<file path="config.mk">
export PLATFORM = sky130hd
export DESIGN_NAME = barrel_shift_left_pipe_flat
export DESIGN_NICKNAME = d
export VERILOG_FILES = /design/src/rtl/barrel_shift_left_pipe_if.sv /design/src/rtl/barrel_shift_left_pipe.sv /design/src/flat_wrapper.sv
export SDC_FILE = /design/constraint.sdc
export NUM_CORES = 1
export LEC_CHECK = 0
export CORE_MARGIN = 2
export CORE_UTILIZATION = 55
export DETAILED_ROUTE_END_ITERATION = 10
export PLACE_DENSITY = 0.9
export SLEW_MARGIN = 10
export SYNTH_ARGS = -nofsm -noshare
export SYNTH_HDL_FRONTEND = slang
export SYNTH_SLANG_ARGS = --single-unit
export TNS_END_PERCENT = 5
</file>
<file path="constraint.sdc">
create_clock -name clk -period 1.65 [get_ports clk]
set_input_delay 0.33 -clock clk [delete_from_list [all_inputs] [get_ports clk]]
set_output_delay 0.33 -clock clk [all_outputs]
set_load 0.02 [all_outputs]
</file>
<file path="src/rtl/barrel_shift_left_pipe_if.sv">
// Operand/result stream bundle for the pipelined left barrel shifter.
// master drives operands and result acceptance; slave is the shifter.
interface barrel_shift_left_pipe_if #(
  parameter int WIDTH = 8,
  parameter int SHW   = 3
);
  logic             in_valid;
  logic             in_ready;
  logic [WIDTH-1:0] in_data;
  logic [SHW-1:0]   in_amt;
  logic             in_rot;
  logic             out_valid;
  logic             out_ready;
  logic [WIDTH-1:0] out_data;
  logic             out_lost;

  modport master (
    output in_valid,
    output in_data,
    output in_amt,
    output in_rot,
    output out_ready,
    input  in_ready,
    input  out_valid,
    input  out_data,
    input  out_lost
  );

  modport slave (
    input  in_valid,
    input  in_data,
    input  in_amt,
    input  in_rot,
    input  out_ready,
    output in_ready,
    output out_valid,
    output out_data,
    output out_lost
  );
endinterface

</file>
<file path="src/rtl/barrel_shift_left_pipe.sv">
// Pipelined left barrel shifter, one registered 2:1 mux stage per amount bit.
// Supports logical (zero fill, lost-bit flag) and rotate; valid/ready both ends.
module barrel_shift_left_pipe #(
  parameter int WIDTH = 8,
  parameter int SHW   = 3
) (
  input logic clk,
  input logic rst_n,
  barrel_shift_left_pipe_if.slave bus
);

  typedef struct packed {
    logic             v;
    logic [WIDTH-1:0] d;
    logic [SHW-1:0]   amt;
    logic             rot;
    logic             lost;
  } stg_t;

  localparam logic [WIDTH-1:0] ONES = '1;

  stg_t           st  [SHW];
  stg_t           src [SHW];
  stg_t           nxt [SHW];
  logic [SHW-1:0] v;
  logic [SHW-1:0] rdy;

  always_comb begin
    src[0] = '{
      v:    bus.in_valid,
      d:    bus.in_data,
      amt:  bus.in_amt,
      rot:  bus.in_rot,
      lost: 1'b0
    };
    for (int k = 1; k < SHW; k++) begin
      src[k] = st[k-1];
    end
  end

  // stage k consumes amount bit SHW-1-k (largest shift first)
  always_comb begin
    int s;
    s = 0;
    for (int k = 0; k < SHW; k++) begin
      nxt[k] = src[k];
      s = 1 << (SHW - 1 - k);
      if (src[k].amt[SHW-1-k]) begin
        nxt[k].amt[SHW-1-k] = 1'b0;
        if (src[k].rot) begin
          nxt[k].d = (src[k].d << s) |
                     (src[k].d >> (WIDTH - s));
        end else begin
          nxt[k].d = src[k].d << s;
          nxt[k].lost = src[k].lost |
                        (|(src[k].d & ~(ONES >> s)));
        end
      end
    end
  end

  always_comb begin
    for (int k = 0; k < SHW; k++) begin
      v[k] = st[k].v;
    end
  end

  // a stage can load if any stage at or after it is empty, or output drains
  always_comb begin
    for (int k = 0; k < SHW; k++) begin
      rdy[k] = bus.out_ready;
      for (int j = k; j < SHW; j++) begin
        if (!v[j]) rdy[k] = 1'b1;
      end
    end
  end

  always_ff @(posedge clk or negedge rst_n) begin
    if (!rst_n) begin
      for (int k = 0; k < SHW; k++) begin
        st[k] <= '0;
      end
    end else begin
      for (int k = 0; k < SHW; k++) begin
        if (rdy[k]) st[k] <= nxt[k];
      end
    end
  end

  assign bus.in_ready  = rdy[0];
  assign bus.out_valid = st[SHW-1].v;
  assign bus.out_data  = st[SHW-1].d;
  assign bus.out_lost  = st[SHW-1].lost;

endmodule
</file>
<file path="src/flat_wrapper.sv">
// flat-port wrapper written by rule: the top's interface ports become plain ports
module barrel_shift_left_pipe_flat 
#(
  parameter int WIDTH = 8,
  parameter int SHW   = 3
)
  (clk, rst_n, bus_in_valid, bus_in_data, bus_in_amt, bus_in_rot, bus_out_ready, bus_in_ready, bus_out_valid, bus_out_data, bus_out_lost);
  barrel_shift_left_pipe_if #(.WIDTH(WIDTH), .SHW(SHW)) bus_i ();
  input logic clk;
  input logic rst_n;
  input wire logic [$bits(bus_i.in_valid)-1:0] bus_in_valid;
  input wire logic [$bits(bus_i.in_data)-1:0] bus_in_data;
  input wire logic [$bits(bus_i.in_amt)-1:0] bus_in_amt;
  input wire logic [$bits(bus_i.in_rot)-1:0] bus_in_rot;
  input wire logic [$bits(bus_i.out_ready)-1:0] bus_out_ready;
  output wire logic [$bits(bus_i.in_ready)-1:0] bus_in_ready;
  output wire logic [$bits(bus_i.out_valid)-1:0] bus_out_valid;
  output wire logic [$bits(bus_i.out_data)-1:0] bus_out_data;
  output wire logic [$bits(bus_i.out_lost)-1:0] bus_out_lost;
  assign bus_i.in_valid = bus_in_valid;
  assign bus_i.in_data = bus_in_data;
  assign bus_i.in_amt = bus_in_amt;
  assign bus_i.in_rot = bus_in_rot;
  assign bus_i.out_ready = bus_out_ready;
  assign bus_in_ready = bus_i.in_ready;
  assign bus_out_valid = bus_i.out_valid;
  assign bus_out_data = bus_i.out_data;
  assign bus_out_lost = bus_i.out_lost;
  barrel_shift_left_pipe #(.WIDTH(WIDTH), .SHW(SHW)) u_core (.clk(clk), .rst_n(rst_n), .bus(bus_i));
endmodule
</file>
==> results of run 1 <==
## logic make-up (layout without fill, tap and decap cells)
logic type | count (synthesis) | in the layout | share of synthesized area (%)
and+or+nand+nor | 43 | 43 | 13.7
buffers and inverters | 12 | 41 | 3.78
AOI/OAI and AO/OA | 38 | 38 | 13.1
muxes | 20 | 20 | 13.1
DFF | 35 | 35 | 56.3
## cell usage after synthesis
library cell,instances
o21ai_0,8
or2_2,1
buf_2,8
nand3b_1,1
mux2_2,3
o21ai_1,4
inv_1,3
a21oi_1,16
mux2i_1,17
nand4b_2,1
nand2_1,11
nand2b_1,2
o211ai_1,1
or4_1,1
dfrtp_1,35
nand4b_1,1
nor2_1,17
a31oi_1,9
nor2b_1,8
buf_4,1
## sequential cells by signal, indices dropped and copies added (netlist names)
signal,cells
u_core.bus.out_data,8
u_core.bus.out_lost,1
u_core.bus.out_valid,1
u_core.nxt,5
u_core.src,20
## metrics by stage
stage / instances / util, % / cell area (um2)
after floorplan: 148 / - / 1560
after detailed placement: 201 / 68.1 / 1840
final: 208 / 70.2 / 1900
after global routing: 208 / 70.2 / 1900
after CTS: 208 / 69.7 / 1890
after global placement: 201 / 68.1 / 1840
## worst register-to-register path, cell delays in order, from the launching register on
cell      delay [ns]
dfrtp_1         0.43
nand4b_2        0.15
buf_4           0.26
mux2_2          0.36
## cell type report
cell class	count	share of cell area [%]
sequential	35	46.1
multi-input combinational	101	32.6
timing repair buffer	31	15.7
clock buffer	6	2.70
tap	31	2.04
inverter	3	0.592
clock inverter	1	0.263
## routing by layer
metal  track usage [%]  vias up  share of wire [%]
met3              6.58        8                6.6
li1                  -      573                  -
met4              8.64        0                2.5
met1              19.5      526                 43
met2              33.5       36                 47
met5                 0        -                  0
## power by group through the flow
| stage | clock network, mW | registers, mW | logic, mW |
|---|---|---|---|
| floorplan | 0 | 1.20 | 0.270 |
| global placement | 0 | 1.16 | 0.542 |
| detailed placement | 0 | 1.17 | 0.559 |
| CTS | 0.475 | 1.15 | 0.541 |
| global route | 0.501 | 1.17 | 0.579 |
| finish | 0.458 | 1.14 | 0.528 |
## how the worst max path moves through the flow
stage               slack [ns]         endpoint
global route              0.03     bus_in_ready
finish                    0.05     bus_in_ready
CTS                      0.003  bus_out_data[0]
floorplan                 0.42     bus_in_ready
global placement         -0.30     bus_in_ready
detailed placement       -0.30     bus_in_ready
## what timing repair did
| item | in CTS | in global routing |
|---|---|---|
| pin swaps | 0 | 0 |
| setup endpoints to repair | 6 | 5 |
| resized for setup | 9 | 5 |
| gates cloned | 0 | 0 |
| setup buffers | 0 | 0 |
==> metrics.txt, run 1 <==
# TYPE chip_impl_metric gauge
chip_impl_info{name="result_of_the_run",value="completed"} 1
chip_impl_metric{name="place_congestion",unit=""} 0.783
chip_impl_info{name="critPathCaptureType",value="output pin"} 1
chip_impl_metric{name="setup_viol",unit=""} 0
chip_impl_info{name="grt_setup_unrepaired",value="no"} 1
chip_impl_metric{name="final.fill_count",unit=""} 208
chip_impl_metric{name="nNetsFinal",unit=""} 193
chip_impl_info{name="timing.setup.critical_path_class",value="in -> out"} 1
chip_impl_metric{name="post-route-period-util",unit="%"} 97.1
chip_impl_metric{name="clock_sinks",unit=""} 35
chip_impl_metric{name="total_leakage_power",unit="nW"} 0.904
chip_impl_metric{name="final.min_clock_period",unit="ns"} 1.60
chip_impl_metric{name="area_growth_syn_to_fin",unit="%"} 22.3
chip_impl_info{name="timing.hold.worst.class",value="in -> async"} 1
chip_impl_metric{name="antenna_violations_before_repair",unit=""} 0
chip_impl_metric{name="internal_power",unit="mW"} 1.47
chip_impl_metric{name="p_comb_share",unit="%"} 24.8
chip_impl_metric{name="tritoncts.num_buffers",unit=""} 5
chip_impl_metric{name="longest_clk_path_bufs",unit=""} 2
chip_impl_metric{name="power.switching",unit="mW"} 0.657
chip_impl_metric{name="die_area",unit="mm2"} 0.00327
chip_impl_metric{name="placeable_core_region",unit="mm2"} 0.00271
chip_impl_metric{name="p_sw_share",unit="%"} 30.9
chip_impl_metric{name="pre_cts_slack",unit="ns"} -0.301
chip_impl_metric{name="max_vdd_drop",unit="mV"} 0.942
chip_impl_metric{name="totalWireLength",unit="mm"} 2.80
chip_impl_metric{name="fin_setup_tns",unit="ns"} 0
chip_impl_metric{name="reg2reg_setup_slack",unit="ns"} 0.34
chip_impl_metric{name="slew_viol_final",unit=""} 0
chip_impl_metric{name="port_buffers",unit=""} 26
chip_impl_metric{name="syn_std_cell_area",unit="mm2"} 0.00156
chip_impl_info{name="worstReg2RegEnd",value="u_core.src[17]$_DFFE_PN0P_"} 1
chip_impl_metric{name="fmax",unit="MHz"} 624
chip_impl_metric{name="detail-route-antenna-nets",unit=""} 0
chip_impl_info{name="timing.critical_path.slowest_stage_cell",value="clkdlybuf4s50_1"} 1
chip_impl_metric{name="ctsHtreeMaxLevel",unit=""} 2
chip_impl_metric{name="clk-insertion-delay-late",unit="ns"} 0.33
chip_impl_metric{name="crit_path_max_fanout",unit=""} 3
chip_impl_metric{name="synth_nets",unit=""} 164
chip_impl_metric{name="timing.final.ws_setup",unit="ns"} 0.0483
chip_impl_info{name="netlist_top_cells_area",value="dfrtp_1, mux2i_1, a21oi_1"} 1
chip_impl_info{name="yosys.area.top_type",value="dfrtp_1"} 1
chip_impl_metric{name="fin_worst_skew",unit="ns"} 0.00559
chip_impl_info{name="crit_path_cell_trace",value="clkdlybuf4s50_1, nand4b_2, buf_2"} 1
chip_impl_metric{name="worstPathArrival",unit="ns"} 1.27
chip_impl_info{name="worst_path_dominant_cell_family",value="buffers and inverters"} 1
chip_impl_metric{name="critical_path.max_stage_delay",unit="ns"} 0.44
chip_impl_metric{name="antenna_cells_inserted",unit=""} 0
chip_impl_metric{name="regArea",unit="um2"} 876
chip_impl_metric{name="ys_ff_latch",unit=""} 35
chip_impl_metric{name="chipHeight",unit="um"} 57.2
chip_impl_metric{name="ys_seq_area_share",unit="%"} 56.3
chip_impl_metric{name="drtPass1Iterations",unit=""} 6
chip_impl_info{name="clockRootBuffer",value="clkbuf_4"} 1
chip_impl_metric{name="worst-path-buf-inv",unit=""} 2
chip_impl_metric{name="gr-usage-all-layers",unit="%"} 18.7
chip_impl_metric{name="core.rowCount",unit=""} 19
chip_impl_metric{name="largest_net_degree_at_the_start_of_global_routing",unit=""} 36
chip_impl_metric{name="routed-via-count",unit=""} 1143
chip_impl_metric{name="worst_pin_slew",unit="ns"} 0.489
chip_impl_metric{name="route.detailed.wl_per_inst",unit="um"} 13.5
chip_impl_metric{name="synth_cell_type_count",unit=""} 20
chip_impl_metric{name="pwr_dens",unit="mW/mm2"} 1120
chip_impl_metric{name="seq_power_share",unit="%"} 53.7
chip_impl_metric{name="required",unit="ns"} 1.32
chip_impl_metric{name="dr.first_iter.drc_count",unit=""} 24
chip_impl_metric{name="p_total",unit="mW"} 2.13
chip_impl_metric{name="die_w",unit="um"} 57.2
chip_impl_metric{name="multi_input_area",unit="um2"} 621
chip_impl_metric{name="p_clk_share",unit="%"} 21.5
chip_impl_metric{name="finalHoldViolCount",unit=""} 0
chip_impl_metric{name="cp.depth",unit=""} 3
chip_impl_metric{name="clk_transition_reported_paths",unit="ns"} 0.10
chip_impl_info{name="tritoncts",value="built"} 1
chip_impl_metric{name="number_of_instances_in_the_synthesized_netlist",unit=""} 148
chip_impl_info{name="worstSetupStartpointType",value="input pin"} 1
chip_impl_metric{name="post_drt_via_cell_ratio",unit=""} 5.50
chip_impl_info{name="layout.cells.most_common",value="dfrtp_1"} 1
chip_impl_metric{name="grt_remaining_overflow",unit=""} 0
chip_impl_metric{name="cts.hold.buffers_added",unit=""} 0
chip_impl_metric{name="grt_pass1_wl",unit="mm"} 4.57
chip_impl_metric{name="postSynthAreaPerCell",unit="um2"} 10.5
chip_impl_metric{name="maxCapViolCount",unit=""} 0
chip_impl_metric{name="io-pin-count",unit=""} 27
chip_impl_metric{name="dpl.hpwl",unit="mm"} 2.05
chip_impl_info{name="worstSetupStartpoint",value="bus_out_ready"} 1
chip_impl_info{name="crit-reg2reg-launch",value="u_core.bus.out_valid$_DFFE_PN0P_"} 1
chip_impl_metric{name="r2r_cells",unit=""} 3
chip_impl_metric{name="yosys_warnings",unit=""} 0
chip_impl_metric{name="grt_pass1_vias",unit=""} 1088
chip_impl_metric{name="layout_cells_sized_above_1",unit="%"} 10.2
chip_impl_info{name="mostFrequentLayoutCells",value="dfrtp_1, nor2_1, mux2i_1"} 1
chip_impl_metric{name="initial_core_util",unit="%"} 57.4
chip_impl_metric{name="worst_hold_slack",unit="ns"} 0.382
chip_impl_metric{name="max-slew-margin-rel",unit="%"} 67.4
chip_impl_metric{name="route.detailed.drc",unit=""} 0
chip_impl_metric{name="synthDominantCellAreaShare",unit="%"} 56.3
Power figures use the tool's default switching activity.
==> inputs of run 2 (changes only) <==
--- a/config.mk
+++ b/config.mk
@@ -8,7 +8,7 @@
 export CORE_MARGIN = 2
 export CORE_UTILIZATION = 55
 export DETAILED_ROUTE_END_ITERATION = 10
-export PLACE_DENSITY = 0.9
+export PLACE_DENSITY = 0.88
 export SLEW_MARGIN = 10
 export SYNTH_ARGS = -nofsm -noshare
 export SYNTH_HDL_FRONTEND = slang
==> metrics.txt, run 2 (synthesis gave the netlist of run 1 again) <==
# TYPE chip_impl_metric gauge
chip_impl_info{name="result_of_the_run",value="completed"} 1
chip_impl_metric{name="worst_pin_slew",unit="ns"} 0.475
chip_impl_metric{name="layout_cells_sized_above_1",unit="%"} 9.55
chip_impl_metric{name="route.detailed.wl_per_inst",unit="um"} 14.0
chip_impl_metric{name="worstPathArrival",unit="ns"} 1.17
chip_impl_info{name="grt_most_used_layer",value="met2"} 1
chip_impl_metric{name="routed-via-count",unit=""} 1137
chip_impl_metric{name="max-slew-margin-rel",unit="%"} 68.3
chip_impl_metric{name="dpl.hpwl",unit="mm"} 2.15
chip_impl_metric{name="nNetsFinal",unit=""} 193
chip_impl_metric{name="chipHeight",unit="um"} 57.2
chip_impl_metric{name="area_growth_syn_to_fin",unit="%"} 22.4
chip_impl_metric{name="largest_net_degree_at_the_start_of_global_routing",unit=""} 36
chip_impl_info{name="critPathCaptureType",value="output pin"} 1
chip_impl_info{name="mostFrequentLayoutCells",value="dfrtp_1, nor2_1, mux2i_1"} 1
chip_impl_metric{name="finalCoreUtilization",unit="%"} 70.3
chip_impl_info{name="worstSetupStartpointType",value="input pin"} 1
chip_impl_metric{name="tritoncts.num_buffers",unit=""} 5
chip_impl_metric{name="initial_core_util",unit="%"} 57.4
chip_impl_metric{name="pwr_dens",unit="mW/mm2"} 1110
chip_impl_info{name="timing.hold.worst.class",value="in -> async"} 1
chip_impl_info{name="tritoncts",value="built"} 1
chip_impl_metric{name="cts.hold.buffers_added",unit=""} 0
chip_impl_metric{name="p_total",unit="mW"} 2.11
chip_impl_metric{name="crit_path_max_fanout",unit=""} 3
chip_impl_info{name="timing.setup.critical_path_class",value="in -> out"} 1
chip_impl_metric{name="grt_pass1_wl",unit="mm"} 4.72
chip_impl_metric{name="grt_pass1_vias",unit=""} 1104
chip_impl_metric{name="total_leakage_power",unit="nW"} 0.894
chip_impl_metric{name="required",unit="ns"} 1.32
chip_impl_metric{name="flip_flop_count_of_the_largest_register_after_layout",unit=""} 20
chip_impl_metric{name="antenna_cells_inserted",unit=""} 0
chip_impl_metric{name="longest_clk_path_bufs",unit=""} 2
chip_impl_metric{name="antenna_violations_before_repair",unit=""} 0
chip_impl_info{name="layout.cells.most_common",value="dfrtp_1"} 1
chip_impl_metric{name="gr-usage-all-layers",unit="%"} 19.4
chip_impl_metric{name="final.min_clock_period",unit="ns"} 1.50
chip_impl_metric{name="detail-route-antenna-nets",unit=""} 0
chip_impl_metric{name="clk_transition_reported_paths",unit="ns"} 0.09
chip_impl_metric{name="core.rowCount",unit=""} 19
chip_impl_metric{name="ctsHtreeMaxLevel",unit=""} 2
chip_impl_metric{name="die_area",unit="mm2"} 0.00327
chip_impl_metric{name="route.detailed.drc",unit=""} 0
chip_impl_metric{name="post-route-period-util",unit="%"} 90.9
chip_impl_metric{name="fmax",unit="MHz"} 667
chip_impl_metric{name="drtPass1Iterations",unit=""} 4
chip_impl_metric{name="totalWireLength",unit="mm"} 2.93
chip_impl_metric{name="port_buffers",unit=""} 26
chip_impl_metric{name="placed_cell_area",unit="mm2"} 0.00186
chip_impl_metric{name="placeable_core_region",unit="mm2"} 0.00271
chip_impl_metric{name="maxCapViolCount",unit=""} 0
chip_impl_metric{name="clock_sinks",unit=""} 35
chip_impl_metric{name="slew_viol_final",unit=""} 0
chip_impl_metric{name="place_congestion",unit=""} 0.770
chip_impl_metric{name="dpl.cell_count",unit=""} 201
chip_impl_metric{name="io-pin-count",unit=""} 27
chip_impl_metric{name="post_drt_via_cell_ratio",unit=""} 5.44
chip_impl_info{name="clockRootBuffer",value="clkbuf_4"} 1
chip_impl_metric{name="grt_remaining_overflow",unit=""} 0
chip_impl_metric{name="finalHoldViolCount",unit=""} 0
chip_impl_metric{name="max_vdd_drop",unit="mV"} 0.866
chip_impl_metric{name="dr.first_iter.drc_count",unit=""} 27
chip_impl_info{name="grt_setup_unrepaired",value="no"} 1
chip_impl_metric{name="grt_use_met1",unit="%"} 20.0
chip_impl_metric{name="clk-insertion-delay-late",unit="ns"} 0.34
chip_impl_metric{name="non_filler_instance_count_after_layout",unit=""} 209
chip_impl_metric{name="groute.layer.met3.usage",unit="%"} 6.35
chip_impl_metric{name="global_route.usage.met2",unit="%"} 36.0
chip_impl_metric{name="die_w",unit="um"} 57.2
chip_impl_metric{name="final_area",unit="mm2"} 0.00190
chip_impl_metric{name="setup_viol",unit=""} 0
chip_impl_metric{name="fin_worst_skew",unit="ns"} 0.00798
run 2: cell types whose count changed in the layout (fill, tap and decap cells not counted):
cell and delta:
clkbuf_8 -1, dlygate4sd2_1 +1, buf_12 +1, clkbuf_1 +2, dlymetal6s2s_1 -1, buf_2 -1, clkbuf_2 +1, buf_4 -1
run 2: worst max-delay path, cell delays in order:
cell and delay, ns:
clkdlybuf4s50_1 0.43, nand4b_2 0.23, clkbuf_2 0.18
run 2: path summary, 6_finish.rpt:
path | from | end | slack, ns | cells after the start
max in group asynchronous | rst_n | u_core.nxt[13]$_DFFE_PN0P_ | 0.95 | 2
hold reg to reg | u_core.bus.out_data[1]$_DFFE_PN0P_ | u_core.bus.out_data[1]$_DFFE_PN0P_ | 0.48 | 2
setup reg to reg | u_core.bus.out_valid$_DFFE_PN0P_ | u_core.src[17]$_DFFE_PN0P_ | 0.39 | 3
setup / recovery | bus_out_ready | bus_in_ready | 0.15 | 3
min in group clk | u_core.bus.out_data[1]$_DFFE_PN0P_ | u_core.bus.out_data[1]$_DFFE_PN0P_ | 0.48 | 2
hold / removal | rst_n | u_core.src[2]$_DFFE_PN0P_ | 0.39 | 2
run 2: final cells by class:
| type | count | area (um2) |
|---|---|---|
| clock buffer | 7 | 45.0 |
| clock inverter | 1 | 5.00 |
| fill | 216 | 806 |
| inverter | 3 | 11.3 |
| multi-input combinational | 101 | 621 |
| sequential | 35 | 876 |
| tap | 31 | 38.8 |
| timing repair buffer | 31 | 308 |
run 2: metal layers:
| metal | vias to the layer above | share of wire, % |
|---|---|---|
| met5 | - | 0 |
| met4 | 0 | 1.7 |
| met3 | 6 | 5.5 |
| met2 | 27 | 52 |
| met1 | 531 | 41 |
| li1 | 573 | - |
run 2: metrics by stage:
stage	setup WS (ns)	hold slack [ns]	setup TNS, ns
after global routing	0.0789	0.440	0
after global placement	-0.286	0.460	-0.353
after detailed placement	-0.286	0.472	-0.400
after CTS	-0.00189	0.393	-0.00189
final	0.151	0.390	0
after floorplan	0.424	0.0344	0
run 2: power breakdown:
group	total (mW)	switching, mW	internal (mW)
Combinational	0.532	0.275	0.257
Clock	0.434	0.268	0.166
Sequential	1.15	0.130	1.02
Total	2.11	0.673	1.44
run 2: what timing repair did:
item / CTS / global route
hold endpoints to repair: 0 / 0
resized for setup: 8 / 5
setup endpoints to repair: 7 / 5
pin swaps: 0 / 0
setup buffers: 0 / 0
==> inputs of run 3 (changes only) <==
--- a/config.mk
+++ b/config.mk
@@ -9,6 +9,7 @@
 export CORE_UTILIZATION = 55
 export DETAILED_ROUTE_END_ITERATION = 10
 export PLACE_DENSITY = 0.88
+export REMOVE_ABC_BUFFERS = 1
 export SLEW_MARGIN = 10
 export SYNTH_ARGS = -nofsm -noshare
 export SYNTH_HDL_FRONTEND = slang
==> metrics.txt, run 3 (synthesis gave the netlist of run 1 again) <==
# TYPE chip_impl_metric gauge
chip_impl_metric{name="finalHoldViolCount",unit=""} 0
chip_impl_metric{name="route.detailed.drc",unit=""} 0
chip_impl_metric{name="grt_pass1_wl",unit="mm"} 4.91
chip_impl_metric{name="drtPass1Iterations",unit=""} 4
chip_impl_info{name="worstSetupStartpoint",value="bus_out_ready"} 1
chip_impl_info{name="timing.hold.worst.class",value="in -> async"} 1
chip_impl_info{name="timing.setup.critical_path_class",value="in -> out"} 1
chip_impl_metric{name="flip_flop_count_of_the_largest_register_after_layout",unit=""} 20
chip_impl_metric{name="route.detailed.wl_per_inst",unit="um"} 14.1
chip_impl_metric{name="non_filler_instance_count_after_layout",unit=""} 209
chip_impl_metric{name="final.fill_count",unit=""} 200
chip_impl_metric{name="grt_remaining_overflow",unit=""} 0
chip_impl_metric{name="worst_pin_slew",unit="ns"} 0.466
chip_impl_metric{name="reg2reg_setup_slack",unit="ns"} 0.36
chip_impl_metric{name="clock_sinks",unit=""} 35
chip_impl_metric{name="dr.first_iter.drc_count",unit=""} 13
chip_impl_metric{name="area_growth_syn_to_fin",unit="%"} 24.3
chip_impl_metric{name="die_w",unit="um"} 57.2
chip_impl_metric{name="ctsHtreeMaxLevel",unit=""} 2
chip_impl_metric{name="required",unit="ns"} 1.32
chip_impl_info{name="clockRootBuffer",value="clkbuf_4"} 1
chip_impl_metric{name="slew_viol_final",unit=""} 0
chip_impl_metric{name="largest_net_degree_at_the_start_of_global_routing",unit=""} 36
chip_impl_metric{name="worst_hold_slack",unit="ns"} 0.383
chip_impl_metric{name="pre_cts_slack",unit="ns"} -0.273
chip_impl_metric{name="clk-insertion-delay-late",unit="ns"} 0.34
chip_impl_metric{name="layout_cells_sized_above_1",unit="%"} 10.7
chip_impl_metric{name="tritoncts.num_buffers",unit=""} 5
chip_impl_metric{name="fmax",unit="MHz"} 647
chip_impl_metric{name="worstPathArrival",unit="ns"} 1.21
chip_impl_metric{name="grt_pass1_vias",unit=""} 1152
chip_impl_metric{name="post_drt_via_cell_ratio",unit=""} 5.59
chip_impl_metric{name="nNetsFinal",unit=""} 193
chip_impl_info{name="grt_setup_unrepaired",value="no"} 1
chip_impl_metric{name="antenna_violations_before_repair",unit=""} 0
chip_impl_metric{name="setup_viol",unit=""} 0
chip_impl_metric{name="routed-via-count",unit=""} 1168
chip_impl_info{name="worstSetupStartpointType",value="input pin"} 1
chip_impl_metric{name="place_congestion",unit=""} 0.786
chip_impl_metric{name="timing.final.ws_setup",unit="ns"} 0.105
chip_impl_info{name="critPathCaptureType",value="output pin"} 1
chip_impl_metric{name="postCtsSetupBuffers",unit=""} 0
chip_impl_metric{name="fin_worst_skew",unit="ns"} 0.00474
chip_impl_metric{name="io-pin-count",unit=""} 27
chip_impl_metric{name="post-route-period-util",unit="%"} 93.6
chip_impl_metric{name="initial_core_util",unit="%"} 57.4
chip_impl_metric{name="gr-usage-all-layers",unit="%"} 20.0
chip_impl_metric{name="antenna_cells_inserted",unit=""} 0
chip_impl_metric{name="max-slew-margin-rel",unit="%"} 69.0
chip_impl_metric{name="core.rowCount",unit=""} 19
chip_impl_metric{name="finalCoreUtilization",unit="%"} 71.3
chip_impl_info{name="crit-reg2reg-launch",value="u_core.bus.out_valid$_DFFE_PN0P_"} 1
chip_impl_info{name="tritoncts",value="built"} 1
chip_impl_info{name="layout.cells.most_common",value="dfrtp_1"} 1
chip_impl_metric{name="port_buffers",unit=""} 26
chip_impl_metric{name="die_area",unit="mm2"} 0.00327
chip_impl_info{name="worstReg2RegEnd",value="u_core.nxt[16]$_DFFE_PN0P_"} 1
chip_impl_info{name="result_of_the_run",value="completed"} 1
chip_impl_metric{name="final.min_clock_period",unit="ns"} 1.54
chip_impl_metric{name="chipHeight",unit="um"} 57.2
chip_impl_info{name="crit_path_end",value="bus_in_ready"} 1
chip_impl_metric{name="total_leakage_power",unit="nW"} 0.879
chip_impl_metric{name="longest_clk_path_bufs",unit=""} 2
chip_impl_info{name="mostFrequentLayoutCells",value="dfrtp_1, nor2_1, mux2i_1"} 1
chip_impl_metric{name="dpl.cell_count",unit=""} 201
chip_impl_metric{name="maxCapViolCount",unit=""} 0
chip_impl_metric{name="clk_transition_reported_paths",unit="ns"} 0.11
chip_impl_metric{name="detail-route-antenna-nets",unit=""} 0
chip_impl_metric{name="cts.hold.buffers_added",unit=""} 0
chip_impl_metric{name="crit_path_max_fanout",unit=""} 3
chip_impl_metric{name="placeable_core_region",unit="mm2"} 0.00271
chip_impl_metric{name="totalWireLength",unit="mm"} 2.95
chip_impl_metric{name="r2r_cells",unit=""} 3
chip_impl_metric{name="max_vdd_drop",unit="mV"} 1.02
chip_impl_metric{name="pwr_dens",unit="mW/mm2"} 1180
run 3: cell types whose count changed in the layout (fill, tap and decap cells not counted), sizes merged:
cell,before,now
clkinv,1,2
clkbuf,8,6
bufinv,0,1
dlygate4sd2,6,10
dlymetal6s2s,4,0
run 3: worst min path at each step:
stage	endpoint	start	depth (start not counted)	slack, ns
global placement	u_core.bus.out_data[7]$_DFFE_PN0P_	u_core.bus.out_data[7]$_DFFE_PN0P_	2	0.46
CTS	u_core.bus.out_data[2]$_DFFE_PN0P_	rst_n	2	0.38
global route	u_core.bus.out_lost$_DFFE_PN0P_	rst_n	2	0.42
detailed placement	u_core.bus.out_data[4]$_DFFE_PN0P_	u_core.bus.out_data[4]$_DFFE_PN0P_	2	0.47
floorplan	u_core.bus.out_data[0]$_DFFE_PN0P_	rst_n	0	0.03
finish	u_core.bus.out_lost$_DFFE_PN0P_	rst_n	2	0.38
run 3: cell type report:
class | instances | area, um2 | area share, %
Sequential cell | 35 | 876 | 45.3
Multi-Input combinational cell | 101 | 621 | 32.1
Timing Repair Buffer | 31 | 305 | 15.8
Clock inverter | 3 | 43.8 | 2.27
Tap cell | 31 | 38.8 | 2.01
Clock buffer | 5 | 37.5 | 1.94
Inverter | 3 | 11.3 | 0.583
run 3: critical path, cell delays in order:
cell and delay (ns):
clkdlybuf4s50_1 0.44, nand4b_2 0.25, clkbuf_2 0.19
run 3: report_power, final:
| part | switching, mW | internal [mW] | total (mW) |
|---|---|---|---|
| logic | 0.278 | 0.250 | 0.528 |
| clock network | 0.292 | 0.319 | 0.611 |
| registers | 0.129 | 1.02 | 1.14 |
run 3: metal layers:
layer | global-route usage [%] | part of all wire, % | up-vias
met5 | 0 | 0 | -
met4 | 11.0 | 4.1 | 0
met3 | 6.80 | 6.0 | 15
met2 | 34.0 | 50 | 41
met1 | 21.8 | 40 | 535
li1 | - | - | 577
run 3: repair_timing:
action,in CTS,in global routing
gates resized for setup,12,1
hold endpoints to repair,0,0
endpoints found under the setup margin,11,1
run 3: metrics by stage:
step	TNS, ns	power, mW	area, um2
6_report	0	2.28	1930
5_1_grt	0	2.40	1930
4_1_cts	-0.0175	2.31	1940
3_5_place_dp	-0.427	1.74	1870
3_3_place_gp	-0.395	1.71	1870
2_1_floorplan	0	1.45	1510
